**src/rtl/cond_branch_merge_pkg.sv**
```systemverilog
`default_nettype none
// ============================================================================
// Module   : cond_branch_merge_pkg
// Brief    : Shared types and helpers for the generated N-way merge blocks.
// Revision : 1.0 - initial release
// ============================================================================
package cond_branch_merge_pkg;

    localparam int c_MAX_BRANCH = 256;
    localparam int c_MAX_SEL_W  = 8;

    typedef struct packed {
        logic [c_MAX_SEL_W-1:0] sel;
        logic                   else_flag;
    } sel_entry_t;

    function automatic int SEL_W(input int n);
        return ($clog2(n) < 1) ? 1 : $clog2(n);
    endfunction

    // Lowest true condition wins; no true condition selects the else branch.
    function automatic sel_entry_t prio_encode(input logic [c_MAX_BRANCH-2:0] cond,
                                               input int                      num_branch);
        sel_entry_t e;
        e.sel       = c_MAX_SEL_W'(num_branch - 1);
        e.else_flag = 1'b1;
        for (int i = c_MAX_BRANCH - 2; i >= 0; i--) begin
            if ((i < num_branch - 1) && cond[i]) begin
                e.sel       = c_MAX_SEL_W'(i);
                e.else_flag = 1'b0;
            end
        end
        return e;
    endfunction

endpackage
`default_nettype wire

```
**src/rtl/sel_fifo.sv**
```systemverilog
`default_nettype none
// ============================================================================
// Module   : sel_fifo
// Brief    : Synchronous FIFO with count/full/empty; storage is not reset.
// Revision : 1.0 - initial release
// ============================================================================
module sel_fifo #(
    parameter int WIDTH = 9,
    parameter int DEPTH = 4
) (
    input  logic                     clk,
    input  logic                     rst,
    input  logic                     i_push,
    input  logic [WIDTH-1:0]         i_wdata,
    input  logic                     i_pop,
    output logic [WIDTH-1:0]         o_rdata,
    output logic [$clog2(DEPTH):0]   o_count,
    output logic                     o_full,
    output logic                     o_empty
);

    localparam int                 c_PTR_W = $clog2(DEPTH);
    localparam logic [c_PTR_W:0]   c_FULL  = (c_PTR_W + 1)'(DEPTH);

    logic [WIDTH-1:0]   r_mem [DEPTH];
    logic [c_PTR_W-1:0] r_wr_ptr;
    logic [c_PTR_W-1:0] r_rd_ptr;
    logic [c_PTR_W:0]   r_count;

    always_ff @(posedge clk) begin
        if (rst) begin
            r_wr_ptr <= '0;
            r_rd_ptr <= '0;
            r_count  <= '0;
        end else begin
            if (i_push) r_wr_ptr <= r_wr_ptr + 1'b1;
            if (i_pop)  r_rd_ptr <= r_rd_ptr + 1'b1;
            case ({i_push, i_pop})
                2'b10:   r_count <= r_count + 1'b1;
                2'b01:   r_count <= r_count - 1'b1;
                default: r_count <= r_count;
            endcase
        end
    end

    always_ff @(posedge clk) begin
        if (i_push) r_mem[r_wr_ptr] <= i_wdata;
    end

    assign o_rdata = r_mem[r_rd_ptr];
    assign o_count = r_count;
    assign o_full  = (r_count == c_FULL);
    assign o_empty = (r_count == '0);

endmodule
`default_nettype wire

```
**src/rtl/cond_branch_merge.sv**
```systemverilog
`default_nettype none
// ============================================================================
// Module   : cond_branch_merge
// Brief    : Priority-selects one of NUM_BRANCH variable-latency branch results,
//            queueing each selection until all branch results are present.
// Revision : 1.0 - initial release
// ============================================================================
module cond_branch_merge
    import cond_branch_merge_pkg::*;
#(
    parameter int WIDTH      = 32,
    parameter int NUM_BRANCH = 4,
    parameter int DEPTH      = 4,
    parameter int ONEHOT_CHK = 0
) (
    input  logic                            clk,
    input  logic                            reset,
    input  logic                            in_valid,
    output logic                            in_ready,
    input  logic [NUM_BRANCH-2:0]           cond_vec,
    input  logic [NUM_BRANCH*WIDTH-1:0]     branch_data,
    input  logic [NUM_BRANCH-1:0]           branch_valid,
    output logic                            branch_ready,
    output logic                            out_valid,
    input  logic                            out_ready,
    output logic [WIDTH-1:0]                out_data,
    output logic [SEL_W(NUM_BRANCH)-1:0]    out_sel,
    output logic                            out_else,
    output logic                            err_multi
);

    localparam int c_SEL_W   = SEL_W(NUM_BRANCH);
    localparam int c_ENTRY_W = $bits(sel_entry_t);

    logic [c_MAX_BRANCH-2:0] w_cond_ext;
    sel_entry_t              w_enc;
    sel_entry_t              w_head;
    logic [c_ENTRY_W-1:0]    w_head_bits;
    logic [$clog2(DEPTH):0]  w_count;
    logic                    w_full;
    logic                    w_empty;
    logic                    w_push;
    logic                    w_fire;
    logic                    w_can_load;
    logic                    w_multi;
    logic                    w_unused;
    logic [WIDTH-1:0]        w_branch [NUM_BRANCH];

    logic                    r_out_valid;
    logic [WIDTH-1:0]        r_out_data;
    logic [c_SEL_W-1:0]      r_out_sel;
    logic                    r_out_else;
    logic                    r_err_multi;

    generate
        for (genvar gi = 0; gi < NUM_BRANCH; gi++) begin : g_unpack
            assign w_branch[gi] = branch_data[gi*WIDTH +: WIDTH];
        end
    endgenerate

    always_comb begin
        w_cond_ext                 = '0;
        w_cond_ext[NUM_BRANCH-2:0] = cond_vec;
    end

    assign w_enc   = prio_encode(w_cond_ext, NUM_BRANCH);
    assign w_multi = |(cond_vec & (cond_vec - 1'b1));

    // Credit comes from the current count only; a same-cycle pop does not free a slot.
    assign in_ready     = ~w_full;
    assign w_push       = in_valid & in_ready;
    assign w_can_load   = ~r_out_valid | out_ready;
    assign w_fire       = ~reset & ~w_empty & (&branch_valid) & w_can_load;
    assign branch_ready = w_fire;

    sel_fifo #(
        .WIDTH (c_ENTRY_W),
        .DEPTH (DEPTH)
    ) u_sel_fifo (
        .clk     (clk),
        .rst     (reset),
        .i_push  (w_push),
        .i_wdata (w_enc),
        .i_pop   (w_fire),
        .o_rdata (w_head_bits),
        .o_count (w_count),
        .o_full  (w_full),
        .o_empty (w_empty)
    );

    assign w_head   = w_head_bits;
    assign w_unused = ^{w_count, w_head.sel[c_MAX_SEL_W-1:c_SEL_W]};

    always_ff @(posedge clk) begin
        if (reset) begin
            r_out_valid <= 1'b0;
            r_out_data  <= '0;
            r_out_sel   <= '0;
            r_out_else  <= 1'b0;
            r_err_multi <= 1'b0;
        end else begin
            if (w_fire) begin
                r_out_valid <= 1'b1;
                r_out_data  <= w_branch[w_head.sel[c_SEL_W-1:0]];
                r_out_sel   <= w_head.sel[c_SEL_W-1:0];
                r_out_else  <= w_head.else_flag;
            end else if (r_out_valid && out_ready) begin
                r_out_valid <= 1'b0;
            end
            if (w_push && (ONEHOT_CHK != 0) && w_multi) begin
                r_err_multi <= 1'b1;
            end
        end
    end

    assign out_valid = r_out_valid;
    assign out_data  = r_out_data;
    assign out_sel   = r_out_sel;
    assign out_else  = r_out_else;
    assign err_multi = r_err_multi;

    a_no_push_full: assert property (@(posedge clk) disable iff (reset)
        !(w_push && w_full));
    a_no_fire_empty: assert property (@(posedge clk) disable iff (reset)
        !(w_fire && w_empty));
    a_hold_data: assert property (@(posedge clk) disable iff (reset)
        (r_out_valid && !out_ready) |=> $stable(r_out_data));

endmodule
`default_nettype wire

```
**config.mk**
```make
export PLATFORM = sky130hd
export DESIGN_NAME = cond_branch_merge
export DESIGN_NICKNAME = d
export VERILOG_FILES = /design/src/rtl/cond_branch_merge_pkg.sv /design/src/rtl/sel_fifo.sv /design/src/rtl/cond_branch_merge.sv
export SDC_FILE = /design/constraint.sdc
export NUM_CORES = 1
export LEC_CHECK = 0
export ABC_AREA = 0
export BUFFER_PORTS_ARGS = -buffer_cell sky130_fd_sc_hd__buf_2
export CORE_MARGIN = 8
export CORE_UTILIZATION = 44
export CTS_CLUSTER_DIAMETER = 80
export CTS_CLUSTER_SIZE = 16
export DETAILED_ROUTE_END_ITERATION = 12
export GPL_TIMING_DRIVEN = 0
export PLACE_DENSITY = 0.8
export RECOVER_POWER = 25
export SLEW_MARGIN = 20
export SYNTH_ARGS = -nofsm -noshare
export SYNTH_HDL_FRONTEND = slang
export SYNTH_SLANG_ARGS = --single-unit
```
**constraint.sdc**
```tcl
create_clock -name clk -period 2.7 [get_ports clk]
set_input_delay 0.27 -clock clk [delete_from_list [all_inputs] [get_ports clk]]
set_output_delay 0.27 -clock clk [all_outputs]
set_load 0.005 [all_outputs]
```
==> results by group <==
Run status
  – Run status: finished, final reports clean

GRT
  – Vias in the first global route: 3141
  – First-pass GRT wire length: 15.49 mm
  – Pin count of the biggest net entering global routing: 11
  – Highest-utilization routing layer at the global route stage: met2
  – Met2 global-route usage: 34.25%
  – Overflow left after global routing: 0
  – Aggregate global-route resource usage: 19.53%
  – Antenna violations before repair: 0
  – GRT met1 Usage: 20.67%
  – Global-route met3 utilization: 6.983%

Yosys
  – Number of storage elements in the synthesis netlist: 57
  – Yosys top cell area share: 29.48%
  – Number of nets in the synthesized netlist: 417
  – EDFF count, synth: 12
  – Mapped cell area: 0.003055 mm²
  – Top area cells in the synthesized netlist: dfxtp_1 29%, mux2_2 24%, edfxtp_1 12%
  – Largest area contributor in the synthesized netlist: dfxtp_1
  – Portion of the post-synthesis area used by sequential elements: 41.28%
  – Ranking of synthesized cells by instance count: 65 x mux2_2, 49 x nor2_1, 45 x dfxtp_1, 32 x a222oi_1, 12 x edfxtp_1
  – Synthesized instance count: 273
  – Most common cell in the netlist: mux2_2
  – Synthesis Warnings: 0
  – Async SR Flop Fraction: 0%
  – Post-synthesis average cell area: 11.19 µm²
  – Most common flop cell mapped by yosys: dfxtp_1
  – Number of distinct library cells after synthesis: 32

Place
  – Placed cells: 528
  – Routability congestion estimate from global placement: 0.7969
  – Port bufs: 175
  – Detailed-placement wirelength estimate: 7.802 mm

Setup path
  – CP max stage cell: or3_1
  – Depth of the most critical reg-to-reg path: 9
  – Crit path max-delay family: simple AND/OR/NAND/NOR gates
  – Crit path max fanout: 10
  – Cell breakdown of the critical path: nor3_1 > or4_1 > buf_2 > clkbuf_2 > nor2_1 > fa_1 > or3_1 > a21o_1 > a21oi_2
  – Critical path endpoint category: flip-flop
  – Combined buffer and inverter count along the critical path: 2
  – Data arrival time of the worst path: 2.63 ns
  – CP Data Required Time: 2.97 ns
  – Worst Path Class, Setup: reg2reg
  – CP peak stage delay: 0.41 ns
  – Levels on crit path: 9
  – Worst setup SP type: flip-flop

Die
  – Ports placed on the boundary: 178
  – Height of the die: 99.33 µm
  – Initial core utilization: 45.22%
  – Die Footprint: 0.009866 mm²
  – Area inside the core boundary: 0.006756 mm²
  – Die W: 99.33 µm
  – Placement row count: 30

Detailed routing
  – Routed length per instance: 17.94 µm
  – Post-DRT Antenna Nets: 0
  – Remaining design rule violation count: 0
  – Vias per inst: 5.313
  – Total length of routed wires: 9.762 mm
  – Pre-antenna DRT Iters: 6
  – Routed vias: 2890
  – Drt first-iter violations: 198

Clock tree
  – CTS sink count: 57
  – Cell chosen for the clock root: clkbuf_8
  – Worst-Skew Late Latency: 0.33 ns
  – Cts repair resizes: 0
  – Post-CTS Hold Buffers: 0
  – CTS H-Tree Depth: 3
  – Total clock buffers created by CTS: 9
  – Buffer levels on the longest clock path: 2
  – Post-CTS setup repair buffer count: 0
  – Clock tree from TritonCTS: done
  – Reg clk slew, reported paths: 0.07 ns

STA
  – Shortest clock period the worst path allows after layout: 2.362 ns
  – Number of hold violations in the final report: 0
  – Remaining max-slew budget at the tightest pin: 62.78%
  – Number of failing setup endpoints in the final timing report: 0
  – Max Slew Vio Count: 0
  – Setup repair after global routing missed its margin: no
  – Slew of the pin with the lowest slew margin: 0.5583 ns
  – Timing-limited maximum frequency: 423.3 MHz
  – Setup TNS: 0 ns
  – Clock skew: 0.006713 ns
  – Post-route clock period utilization: 87.50%

Pwr
  – Total power density per cell area: 501.7 mW/mm²
  – Leak Pwr: 1.962 nW
  – Final Total Pwr: 2.121 mW
  – IR drop worst, VDD: 358.9 µV

Final layout
  – Final cell utilization of the core: 62.57%
  – Non-filler cells in the finished layout: 544
  – Synth-to-layout area growth: 38.37%
  – Antenna cell count: 0
  – Fraction of final layout cells with drive strength greater than 1: 57.76%
  – Final layout net count: 603

Min path
  – Worst hold path type: in2reg
  – Cell depth of the worst hold path: 2

Flow run
  – Maximum capacitance violations: 0
-- placed cells by master (no fill, tap or decap), types with 3 or more instances in the layout --
| cell type | n |
|---|---|
| buf_2 | 171 |
| inv_1 | 3 |
| buf_6 | 10 |
| clkbuf_8 | 9 |
| nand3_1 | 3 |
| edfxtp_1 | 12 |
| mux2_2 | 65 |
| nor2_1 | 49 |
| mux2i_1 | 5 |
| a21oi_1 | 3 |
| clkinv_2 | 3 |
| dfxtp_1 | 45 |
| xnor2_1 | 3 |
| and3_1 | 4 |
| clkbuf_1 | 17 |
| ha_1 | 4 |
| a222oi_1 | 32 |
-- area by class of cell --
type                    instances  area (µm²)
flip-flops and latches         57        1261
plain buffers                  26       190.2
fillers                       589        2529
multi-input cells             186        1589
well taps                      80       100.1
repair buffers                175       862.1
clock inverters                 7       85.08
inverters                       4       16.27
clock buffers                   9       123.9
-- worst paths after layout --
path         slack (ns)                   from                    end
min                0.15                  reset  u_sel_fifo.o_count[2]
min reg2reg        0.49             out_sel[0]             out_sel[0]
max                0.34  u_sel_fifo.o_count[0]  u_sel_fifo.o_count[2]
max reg2reg        0.34  u_sel_fifo.o_count[0]  u_sel_fifo.o_count[2]
-- flip-flops by register name, summed over array words and instances (netlist names), named ones only --
signal,flops
out_data,32
u_sel_fifo.r_mem,12
u_sel_fifo.o_count,3
out_sel,2
u_sel_fifo.r_rd_ptr,2
u_sel_fifo.r_wr_ptr,2
out_else,1
out_valid,1
-- metal layers --
| layer | share of wire (%) | wire length [µm] |
|---|---|---|
| met3 | 8.5 | 825 |
| met2 | 50 | 4916 |
| met5 | 0 | 0 |
| met1 | 39 | 3832 |
| met4 | 1.9 | 188 |
-- stage by stage --
| step | cell area (µm²) | worst slack, ns | hold WS, ns |
|---|---|---|---|
| 4_1_cts | 4240 | 0.1564 | 0.1329 |
| 3_5_place_dp | 4031 | 0.1936 | 0.4730 |
| 3_3_place_gp | 4031 | 0.2147 | 0.4633 |
| 6_report | 4228 | 0.3376 | 0.1461 |
| 2_1_floorplan | 3055 | 0.5222 | 0.4496 |
| 5_1_grt | 4228 | 0.1654 | 0.1358 |
-- power by group --
part | internal (mW) | leakage [nW] | switching (mW)
clock network | 0.510 | 0.104 | 0.342
registers | 0.892 | 0.476 | 0.0162
logic | 0.215 | 1.38 | 0.146
total | 1.62 | 1.96 | 0.504
-- worst register-to-register path: cells and delay by family, from the launching register on --
kind	cells	cell delay, ns
AOI/OAI and AO/OA	2	0.30
DFF	1	0.36
adders and majority gates	1	0.38
and+or+nand+nor	4	0.86
buffers and inverters	2	0.39
-- kinds of logic (layout without fill, tap and decap cells) --
family	count (synthesis)	count (layout)	share of synthesized area, %
AND/OR/NAND/NOR	66	66	9.337
XOR/XNOR	5	5	1.679
other	1	1	0.1227
multiplexers	72	72	27.07
buffers and inverters	30	221	6.716
flip-flops	57	57	41.28
AO/OA/AOI/OAI	37	37	11.51
adder cells (fa/ha/maj)	5	5	2.293
Note: power is estimated with default switching activity, not from simulation.
